$ cat config.mk
export PLATFORM = sky130hd
export DESIGN_NAME = ram_banked_sweep
export DESIGN_NICKNAME = d
export VERILOG_FILES = /design/src/rtl/ram_banked_pkg.sv /design/src/rtl/ram_banked_sweep_bank.sv /design/src/rtl/ram_banked_sweep.sv
export SDC_FILE = /design/constraint.sdc
export NUM_CORES = 1
export LEC_CHECK = 0
export ABC_AREA = 1
export BUFFER_PORTS_ARGS = -buffer_cell sky130_fd_sc_hd__buf_2
export CAP_MARGIN = 30
export CORE_AREA = 3 3 79 81
export CTS_BUF_LIST = sky130_fd_sc_hd__clkbuf_8
export DETAILED_ROUTE_END_ITERATION = 10
export DIE_AREA = 0 0 82 84
export GPL_ROUTABILITY_DRIVEN = 0
export GPL_TIMING_DRIVEN = 0
export SETUP_SLACK_MARGIN = 0.15
export SYNTH_ARGS = -nofsm -noshare
export SYNTH_HDL_FRONTEND = slang
export SYNTH_SLANG_ARGS = --single-unit
$ cat constraint.sdc
create_clock -name clk_i -period 2.6 [get_ports clk_i]
set_clock_uncertainty 0.1 [all_clocks]
set_input_delay 0.39 -clock clk_i [delete_from_list [all_inputs] [get_ports clk_i]]
set_output_delay 0.39 -clock clk_i [all_outputs]
set_load 0.01 [all_outputs]
$ cat src/rtl/ram_banked_pkg.sv
// Shared types, helpers and default-derived widths for the banked scratch RAM.
package ram_banked_pkg;

  localparam int unsigned DEF_WIDTH      = 8;
  localparam int unsigned DEF_BANK_DEPTH = 2;
  localparam int unsigned DEF_BANKS      = 2;

  // Ceiling log2; returns 0 for v <= 1.
  function automatic int unsigned clog2(input int unsigned v);
    int unsigned r;
    r = 0;
    for (int i = 0; i < 32; i++) begin
      if ((64'd1 << i) < 64'(v)) r = 32'(i + 1);
    end
    return r;
  endfunction

  localparam int unsigned BW = clog2(DEF_BANKS);
  localparam int unsigned RW = clog2(DEF_BANK_DEPTH);
  localparam int unsigned AW = BW + RW;

  typedef enum logic {
    ST_IDLE  = 1'b0,
    ST_SWEEP = 1'b1
  } state_e;

endpackage

$ cat src/rtl/ram_banked_sweep_bank.sv
// One RAM bank: synchronous write, synchronous row clear (wins over write),
// combinational row read.
import ram_banked_pkg::*;

module ram_bank #(
  parameter int unsigned DEPTH = 2,
  parameter int unsigned W     = 8
) (
  input  logic                    clk_i,
  input  logic                    wr_en_i,
  input  logic [clog2(DEPTH)-1:0] wr_row_i,
  input  logic [W-1:0]            wr_word_i,
  input  logic                    clr_en_i,
  input  logic [clog2(DEPTH)-1:0] clr_row_i,
  input  logic [clog2(DEPTH)-1:0] rd_row_i,
  output logic [W-1:0]            rd_word_c_o
);

  logic [W-1:0] mem_q [DEPTH];

  always_ff @(posedge clk_i) begin
    if (clr_en_i) begin
      mem_q[clr_row_i] <= '0;
    end else if (wr_en_i) begin
      mem_q[wr_row_i] <= wr_word_i;
    end
  end

  assign rd_word_c_o = mem_q[rd_row_i];

endmodule

$ cat src/rtl/ram_banked_sweep.sv
// Banked scratch RAM with registered reads and a multi-cycle clear sweep.
// Define RAM_BANKED_PARITY_EN to store an even-parity bit per word and add par_err_o.
import ram_banked_pkg::*;

module ram_banked_sweep #(
  parameter int unsigned WIDTH      = DEF_WIDTH,
  parameter int unsigned BANK_DEPTH = DEF_BANK_DEPTH,
  parameter int unsigned BANKS      = DEF_BANKS
) (
  input  logic                                          clk_i,
  input  logic                                          clr_i,
  input  logic                                          en_i,
  input  logic                                          r_w_i,
  input  logic [clog2(BANKS)+clog2(BANK_DEPTH)-1:0]     addr_i,
  input  logic [WIDTH-1:0]                              data_in_i,
  input  logic                                          zero_req_i,
  output logic [WIDTH-1:0]                              data_out_o,
  output logic                                          rd_valid_o,
  output logic                                          busy_o,
`ifdef RAM_BANKED_PARITY_EN
  output logic                                          par_err_o,
`endif
  output logic                                          rej_o
);

  localparam int unsigned BANK_W = clog2(BANKS);
  localparam int unsigned ROW_W  = clog2(BANK_DEPTH);
  localparam int unsigned ADDR_W = BANK_W + ROW_W;
`ifdef RAM_BANKED_PARITY_EN
  localparam int unsigned MEM_W  = WIDTH + 1;
`else
  localparam int unsigned MEM_W  = WIDTH;
`endif

  state_e             state_q, state_d;
  logic [ROW_W-1:0]   cnt_q, cnt_d;
  logic [WIDTH-1:0]   data_out_q, data_out_d;
  logic               rd_valid_q, rd_valid_d;
  logic               rej_q, rej_d;
  logic               busy_q, busy_d;
  logic               wr_en_c, sweep_en_c;
  logic [BANK_W-1:0]  bank_c;
  logic [ROW_W-1:0]   row_c;
  logic [MEM_W-1:0]   wr_word_c, rd_word_c;
  logic [MEM_W-1:0]   rd_words [BANKS];

  assign bank_c = addr_i[ADDR_W-1 -: BANK_W];
  assign row_c  = addr_i[ROW_W-1:0];
  assign rd_word_c = rd_words[bank_c];

`ifdef RAM_BANKED_PARITY_EN
  logic par_err_q, par_err_d;
  assign wr_word_c = {^data_in_i, data_in_i};
  assign par_err_o = par_err_q;
`else
  assign wr_word_c = data_in_i;
`endif

  for (genvar b = 0; b < BANKS; b++) begin : g_bank
    ram_bank #(.DEPTH(BANK_DEPTH), .W(MEM_W)) u_bank (
      .clk_i       (clk_i),
      .wr_en_i     (wr_en_c && (bank_c == BANK_W'(b))),
      .wr_row_i    (row_c),
      .wr_word_i   (wr_word_c),
      .clr_en_i    (sweep_en_c),
      .clr_row_i   (cnt_q),
      .rd_row_i    (row_c),
      .rd_word_c_o (rd_words[b])
    );
  end

  // Next-state, access arbitration and output staging.
  always_comb begin
    state_d    = state_q;
    cnt_d      = cnt_q;
    data_out_d = data_out_q;
    rd_valid_d = 1'b0;
    rej_d      = 1'b0;
    wr_en_c    = 1'b0;
    sweep_en_c = 1'b0;
`ifdef RAM_BANKED_PARITY_EN
    par_err_d  = 1'b0;
`endif
    case (state_q)
      ST_IDLE: begin
        if (zero_req_i) begin
          state_d = ST_SWEEP;
          cnt_d   = '0;
          rej_d   = en_i;
        end else if (en_i) begin
          if (r_w_i) begin
            wr_en_c = 1'b1;
          end else begin
            data_out_d = rd_word_c[WIDTH-1:0];
            rd_valid_d = 1'b1;
`ifdef RAM_BANKED_PARITY_EN
            par_err_d  = ^rd_word_c;
`endif
          end
        end
      end
      ST_SWEEP: begin
        sweep_en_c = 1'b1;
        rej_d      = en_i;
        if (zero_req_i) begin
          cnt_d = '0;
        end else if (cnt_q == ROW_W'(BANK_DEPTH - 1)) begin
          state_d = ST_IDLE;
          cnt_d   = '0;
        end else begin
          cnt_d = cnt_q + ROW_W'(1);
        end
      end
      default: state_d = ST_SWEEP;
    endcase
    // Memory is left untouched on the reset edge itself.
    if (clr_i) begin
      wr_en_c    = 1'b0;
      sweep_en_c = 1'b0;
    end
    busy_d = (state_d == ST_SWEEP);
  end

  always_ff @(posedge clk_i) begin
    if (clr_i) begin
      state_q    <= ST_SWEEP;
      cnt_q      <= '0;
      data_out_q <= '0;
      rd_valid_q <= 1'b0;
      rej_q      <= 1'b0;
      busy_q     <= 1'b1;
`ifdef RAM_BANKED_PARITY_EN
      par_err_q  <= 1'b0;
`endif
    end else begin
      state_q    <= state_d;
      cnt_q      <= cnt_d;
      data_out_q <= data_out_d;
      rd_valid_q <= rd_valid_d;
      rej_q      <= rej_d;
      busy_q     <= busy_d;
`ifdef RAM_BANKED_PARITY_EN
      par_err_q  <= par_err_d;
`endif
    end
  end

  assign data_out_o = data_out_q;
  assign rd_valid_o = rd_valid_q;
  assign rej_o      = rej_q;
  assign busy_o     = busy_q;

endmodule
# After elaboration in Yosys (flattened, before gate mapping)
# Memory sizes are Yosys's and may differ from the RTL's.
# Index checks and enable logic that the tools add are counted.
[word_totals]
regBits = 12
mem_bits_rw = 32
inputBits = 15
out_inout_bits = 11
mem_count = 2
[classes]
n_addsub = 1
magnitude_cmp = 1
n_eq_ne = 1
n_mux = 35
bitwise = 6
n_reduce_logical = 6
[memory_table]
columns = ["memory", "depth", "word_bits", "read_ports", "rd_ports_with_merged_regs", "wr", "line", "source"]
rows = [
  ["g_bank[0].u_bank.mem_q", 2, 8, 1, 0, 1, "ram_banked_sweep_bank.sv:19", "logic [W-1:0] mem_q [DEPTH];"],
  ["g_bank[1].u_bank.mem_q", 2, 8, 1, 0, 1, "ram_banked_sweep_bank.sv:19", ""],
]
[ops]
columns = ["op", "count"]
rows = [
  ["$mux W8", 5],
  ["$mux W1", 27],
  ["$reduce_or A8 Y1", 2],
  ["$pmux W1 S2", 3],
  ["$not A1 Y1", 5],
  ["$reduce_and A4 Y1", 1],
  ["$reduce_or A4 Y1", 1],
  ["$ge A2 B2 Y1 const B", 1],
  ["$logic_and A1 B1 Y1", 2],
  ["$ne A2 B2 Y1 const B", 1],
  ["$not A1 Y2", 1],
  ["$add A1 B1 Y1 const B", 1],
]

# Depth between registers and ports, before layout
# Gate-level depths: netlist (run 1).
[logic_depth]
word_depth = 11
depth_mapped = 8
mapped_depth_nobuf = 7

# Cells and area by module
# Synthesis (run 1) repeated with hierarchy kept, for this count alone.
[unflattened]
cells_unflattened = 238
hier_area_um2 = 2018.2
[modules_own_cells]
columns = ["module", "instances", "cells_per_inst", "area_each_um2", "seq_area_each_um2"]
rows = [
  ["ram_bank", 2, 70, 706.9, 480.5],
  ["ram_banked_sweep", 1, 98, 604.3, 240.2],
]

# Worst setup path after synthesis (run 1)
# No wires, ideal clock.
[synth_timing]
path_type = "input -> register"
from = "in addr_i[1]"
to = "mem g_bank[1].u_bank.mem_q[0][0] (enable)"
arrival_time_ps = 1277
required_ps = 2130
setup_slack_ps = 853
path_stages = 5
path_buffers = 1
cell_sequence = "buf_2 -> nand4_2 -> nand2_1 -> nand2_1 -> nor2_1"
[synth_via]
elab_chain_len = 6
[synth_rtl]
columns = ["item", "line", "source"]
rows = [
  ["start, declared", "ram_banked_sweep.sv:14", "input logic [clog2(BANKS)+clog2(BANK_DEPTH)-1:0] addr_i,"],
  ["$logic_and A1 B1 Y1 (*)", "ram_banked_sweep.sv:62", ".wr_en_i (wr_en_c && (bank_c == BANK_W'(b))),"],
  ["$mux W1 (*)", "ram_banked_sweep_bank.sv:24", "end else if (wr_en_i) begin"],
  ["$mux W1 (*)", "ram_banked_sweep_bank.sv:22", "if (clr_en_i) begin"],
  ["$mux W1 (implied by the code) (*)", "ram_banked_sweep_bank.sv:25", "mem_q[wr_row_i] <= wr_word_i;"],
  ["$reduce_or A8 Y1 (no line)", "-", ""],
  ["$mux W1 (no line)", "-", ""],
  ["end, declared", "ram_banked_sweep_bank.sv:19", ""],
]
# Mark *: on every way between the ends. The rest lies on a longest branch, timed or not.

==> impl_results.md, run 1 <==
* Outcome: completed
* Pin count of the biggest net entering global routing at 14
* Post-synthesis instance total at around 210
* Die width at between 80 and 90 um
* Top FF cell, synth: edfxtp_1
* Multi-input gate area at between 600 and 700 um2
* Synth area leader: edfxtp_1
* Routed WL at 3.927 mm
* H-tree depth at 2
* 1st-iter DRT viols at just over 70
* Synth async-reset ratio at 0%
* Final ANT Viol Nets at 0
* Worst setup EP type: register
* Reg clk slew, reported paths at roughly 0.080 ns
* Worst-Margin Slew at 0.8109 ns
* HPWL after detailed placement at 2.724 mm
* Vias per std cell at 4.467
* Avg Synthesized Cell Area at 9.123 um2
* Synth area leaders: edfxtp_1, dfxtp_1, nand2_1, nor2_1, inv_1
* Min Hold Slack at about 0.19 ns
* I/O pin count at 26
* Gr ovfl total at 0
* Final Hold Vio Count at 0
* Lkg Pwr at around 0.0010 uW
* Power Density at around 580 nW/um2
* Initial antenna violation count at 0
* CP Launch Point: busy_o
* Vias in the first global route at roughly 1,300
* Max IR drop VDD at between 0.2 and 0.3 mV
* Die area at roughly 6900 um2
* Register area at between 1000 and 1500 um2
* Max cap viols at 0
* EDFF count, synth at 32
* Initial Utilization at 35.07%
* #FFs+latches synth at between 40 and 50
* Met2 Use GR at between 10% and 20%
* Hold_sp: zero_req_i
* Max FO, Critical Path at 10
* Yosys Warn Count at 0
* GR Util met3 at under 10%
* Die Ht at between 80 and 90 um
* Nets@finish at between 200 and 300
* Synth cell count leaders: nand2_1, nor2_1, edfxtp_1, inv_1, nand3_1
* Worst Setup Start Kind: register
* DRT Pass-1 Iters at 4
* Buffers on Ports at 24
* Fin. max-slew vios at 0
* Unrepaired setup endpoints after global routing: false
* Layout Area Growth over Synthesis at 15.13%
* Root buf cell: clkbuf_8
* GR peak layer: met2
* Layout cells sized above 1 at roughly 20%
* Hold Buf Count CTS at 0
* Clock sinks at 44
* Period Utilization, post-route at 84.12%
* Fillers at about 570
* Top-count cell post-synth: nand2_1
* Net Count, Synth at ~230
* Core area at 5540 um2
* Row cnt at 27
* Ant diodes at 0
* Final routed DRC violation total at 0
* Post-layout instance area at roughly 2200 um2
* Post-synth top area share at about half
* Clock buffer count from CTS at 5
* First-pass GRT wire length at roughly 6.3 mm
* Clock Tree Buf Depth at 2
* Max Freq at 457.2 MHz
* CTS tree: built
* Postcts setup bufs at 0
* Tmin final at 2.187 ns
* Via count at around 1,400
* Post-Syn Area at between 1500 and 2000 um2
* Post-synthesis cell type count at 19
* HP Class: input pin to register
* Detail-routed net length per standard cell at approximately 12 um
* Post-cts sizing count at 0
* GRT Resource Usage Total at about an eighth
* Post-Route Setup TNS at 0 ns
* GR Layer Usage met1 at around 16%
* Worst rel slew slack at 45.74%
* Placed cell areas at about 2200 um2
* Worst r2r src: busy_o
* Arrival time at the worst endpoint at about 2.0 ns
* Setup violators final at 0
* Worst skew pair latency at roughly 0.30 ns
* Seq/Total Area, Yosys at approximately 62%
* WS Path Type: register to register
* Critical Path RT at between 2 and 2.5 ns
## worst max-delay path: stages (launching register included)
cell and delay [ns]:
dfxtp_1 0.35, nor2_2 0.19, nand4_2 0.34, nand2_1 0.16, nand2_1 0.06, nor2_1 0.62
## kinds of logic (layout without fill, tap and decap cells)
family	after synthesis	after routing	share of synthesized area, %
AND/OR/NAND/NOR	127	127	28.46
AO/OA/AOI/OAI	11	11	2.962
flip-flops	44	44	61.82
buffers and inverters	31	63	6.761
## final cells by class
| cell class | instances | area share (%) |
|---|---|---|
| Timing Repair Buffer | 24 | 5.369 |
| Sequential cell | 44 | 53.69 |
| Multi-Input combinational cell | 138 | 27.29 |
| Inverter | 24 | 4.027 |
| Clock buffer | 5 | 3.076 |
| Buffer | 7 | 1.846 |
| Clock inverter | 3 | 0.6711 |
| Tap cell | 72 | 4.027 |
## stage by stage
| step | cells | power, uW | setup slack (ns) | util (%) |
|---|---|---|---|---|
| 3_5_place_dp | 309 | 894.2 | 0.1672 | 38.87 |
| 2_1_floorplan | 213 | 856.9 | 0.8531 | - |
| 5_1_grt | 317 | 1339 | 0.2661 | 40.38 |
| 4_1_cts | 317 | 1297 | 0.3869 | 40.38 |
| 6_report | 317 | 1290 | 0.4129 | 40.38 |
| 3_3_place_gp | 309 | 893.3 | 0.1333 | 38.87 |
## state kept, by name, indices dropped and copies added, names as in the netlist
register	cells
busy_o	1
rej_o	1
data_out_o	8
g_bank.u_bank.mem_q	32
rd_valid_o	1
cnt_q	1
## where the power goes
group | leakage [uW] | internal (uW) | switching [uW]
clock | 0.0000430 | 182 | 231
combinational | 0.000579 | 30.7 | 69.2
sequential | 0.000411 | 771 | 6.20
## per-layer routing
layer  vias up  part of all wire (%)
met5         -                     0
met4         0                   1.2
met3         5                   6.3
met2        43                    44
met1       634                    48
li1        734                     -
## path summary, 6_finish.rpt
path | endpoint | slack [ns] | depth (start not counted)
max | g_bank[1].u_bank.mem_q[0][3] | 0.41 | 5
max reg2reg | g_bank[1].u_bank.mem_q[0][3] | 0.41 | 5
min reg2reg | cnt_q | 0.42 | 2
min | cnt_q | 0.19 | 2
## cells in the final DEF (no fill, tap or decap), drive strengths merged
master / synthesis / layout
dfxtp: 12 / 12
nand4: 2 / 2
a211oi: 1 / 1
edfxtp: 32 / 32
o21ai: 8 / 8
nor3: 2 / 2
nand2: 52 / 52
nand3: 14 / 14
clkbuf: 2 / 7
clkinv: 0 / 1
clkinvlp: 0 / 1
nor2: 57 / 57
inv: 24 / 25
a21oi: 2 / 2
buf: 5 / 29
No activity file was read; power rests on OpenSTA's default activity.
==> inputs of run 2 (changes only) <==
==> constraint.sdc (replaced) <==
create_clock -name clk_i -period 2.1 [get_ports clk_i]
set_clock_uncertainty 0.1 [all_clocks]
set_input_delay 0.315 -clock clk_i [delete_from_list [all_inputs] [get_ports clk_i]]
set_output_delay 0.315 -clock clk_i [all_outputs]
set_load 0.01 [all_outputs]
==> run 2 against run 1 <==
Compared with the run above:
- first-iteration DRC count up 8.5%
- register-to-register slack worse by 0.12 ns
- highest routed layer unchanged
- fmax up 21%
- global-route usage up 0.11 points
==> impl_results.md, run 2 (synthesis results as in run 1) <==
* Internal Pwr Total at 1221 uW (+24%)
* Layout Area Growth over Synthesis at 16.68%
* Final routed DRC violation total at 0 (unchanged)
* Tmin final at 1.806 ns (-0.3811 ns)
* Largest delay share family, worst path: simple AND/OR/NAND/NOR gates
* Worst r2r src: busy_o
* 1st-iter DRT viols at 77 (+8.5%)
* Worst-Margin Slew at 0.4556 ns (-0.3553 ns)
* Max Freq at 553.7 MHz (+21%)
* Setup violators final at 0 (unchanged)
* Most flop-heavy register: g_bank.u_bank.mem_q
* Clock sinks at 44 (unchanged)
* Fin. max-slew vios at 0 (unchanged)
* Commonest cells after routing, fill and taps aside: nand2_1, nor2_1, edfxtp_1, buf_2, inv_1
* Worst Setup Start Kind: register
* CP peak stage delay at 0.35 ns (-0.27 ns)
* Reg clk slew, reported paths at 0.08 ns (about the same)
* Final Hold Vio Count at 0 (unchanged)
* Critical Path RT at 1.98 ns (-0.45 ns)
* Hold Buf Count CTS at 0 (unchanged)
* Lkg Pwr at 0.001036 uW (+0.27%)
* H-tree depth at 2 (unchanged)
* Final ANT Viol Nets at 0 (unchanged)
* Clk pwr share at 31.9% (about the same)
* Gr ovfl total at 0 (unchanged)
* Clock Tree Buf Depth at 2 (unchanged)
* Final worst setup slack at 0.2940 ns (-0.1189 ns)
* Power, Total at 1604 uW (+24%)
* Clock buffer count from CTS at 5 (unchanged)
* Power Density at 707.5 nW/um2 (+23%)
* Max IR drop VDD at 0.3116 mV (+25%)
* Period Utilization, post-route at 86.00% (+1.9 points)
* HP Class: input pin to register
* Outcome: completed
* Combinational fraction of design power at 8.2% (+0.5 points)
* DRT Pass-1 Iters at 4 (unchanged)
* Initial Utilization at 35.07% (unchanged)
* First-pass GRT wire length at 6.327 mm (+0.76%)
* Max cap viols at 0 (unchanged)
* Arrival time at the worst endpoint at 1.69 ns (-0.33 ns)
* Crit-path cells: nor2_2 > nand4_2 > nand2_1 > nand2_1 > nor2_4
* Buffers on Ports at 24 (unchanged)
* I/O pin count at 26 (unchanged)
* WS Path Type: register to register
* Worst setup EP type: register
* Via count at 1,409 (-0.49%)
* Worst rel slew slack at 69.63% (+24 points)
* Die area at 6888 um2 (unchanged)
* Die Ht at 84 um (unchanged)
* Worst skew pair latency at 0.30 ns (about the same)
* CP max-delay cell: dfxtp_1
* Most frequent cell on the critical path: nand2_1
* Sw Ratio at 23.90% (+0.15 points)
* Die width at 82 um (unchanged)
* CP Launch Point: busy_o
* Detail-routed net length per standard cell at 12.40 um (+0.10%)
* Layout Utilization at 40.92% (+0.54 points)
* Pre-CTS setup slack at -0.2578 ns (-0.4250 ns)
* Hold_sp: zero_req_i
* CTS tree: built
* Ant diodes at 0 (unchanged)
* Max FO, Critical Path at 10 (unchanged)
* Layout cells sized above 1 at 21.63% (+1.6 points)
* Cell Count, Final, Fillers Out at 317 (unchanged)
* Initial antenna violation count at 0 (unchanged)
* Min Hold Slack at 0.1163 ns (-0.07416 ns)
* Largest register FFs at 32 (unchanged)
* Unrepaired setup endpoints after global routing: false
* Vias per std cell at 4.445 (-0.49%)
* P_sw at 383.3 uW (+25%)
* Routed WL at 3.931 mm (+0.10%)
* WP buf/inv at 0 (unchanged)
* Most common cell after layout, fill and taps aside: nand2_1
* Cell count after placement at 309 (unchanged)
* Seq pwr share at 59.9% (-0.3 points)
* Core area at 5540 um2 (unchanged)
* Row cnt at 27 (unchanged)
* HPWL after detailed placement at 2.724 mm (unchanged)
* Root buf cell: clkbuf_8
* Pin count of the biggest net entering global routing at 14 (unchanged)
* Vias in the first global route at 1,344 (+1.4%)
* GRT Resource Usage Total at 12.33% (+0.11 points)
* Nets@finish at 259 (unchanged)
[run 2: cell types whose count changed in the layout (fill, tap and decap cells not counted)]
cell,change
nor2_1,-4
nor2_4,+4
[run 2: worst paths after layout]
check,to,depth (start not counted),slack [ns]
setup / recovery,g_bank[1].u_bank.mem_q[1][0],5,0.29
hold reg to reg,cnt_q,2,0.42
setup reg to reg,g_bank[1].u_bank.mem_q[1][0],5,0.29
hold / removal,cnt_q,2,0.12
[run 2: repair_timing]
item                       4_1_cts  5_1_grt
setup buffers                    0        0
resized for setup                7        1
setup endpoints to repair       32        8
[run 2: layer usage]
| layer | track usage [%] | vias up | part of all wire [%] |
|---|---|---|---|
| li1 | - | 735 | - |
| met1 | 16.12 | 626 | 47 |
| met2 | 19.32 | 43 | 46 |
| met3 | 3.564 | 5 | 6.4 |
| met4 | 4.079 | 0 | 1.2 |
| met5 | 0 | - | 0 |
[run 2: cell type report]
cell class | instances | area [um2]
multi-input combinational | 138 | 640.6
tap | 72 | 90.09
timing repair buffer | 24 | 120.1
inverter | 24 | 90.09
clock inverter | 3 | 15.01
sequential | 44 | 1201
clock buffer | 5 | 68.82
fill | 563 | 3273
buffer | 7 | 41.29
[run 2: through the flow]
stage / setup TNS (ns) / area [um2]
global placement: -5.683 / 2153
finish: 0 / 2267
floorplan: 0 / 1943
global route: 0 / 2267
detailed placement: -5.737 / 2153
CTS: 0 / 2262
[run 2: power groups by stage]
stage | combinational, uW | sequential (uW) | clock [uW]
2_1_floorplan | 78.8 | 982 | 0
3_3_place_gp | 124 | 982 | 0
3_5_place_dp | 125 | 982 | 0
4_1_cts | 133 | 962 | 518
5_1_grt | 150 | 965 | 551
6_report | 132 | 961 | 511
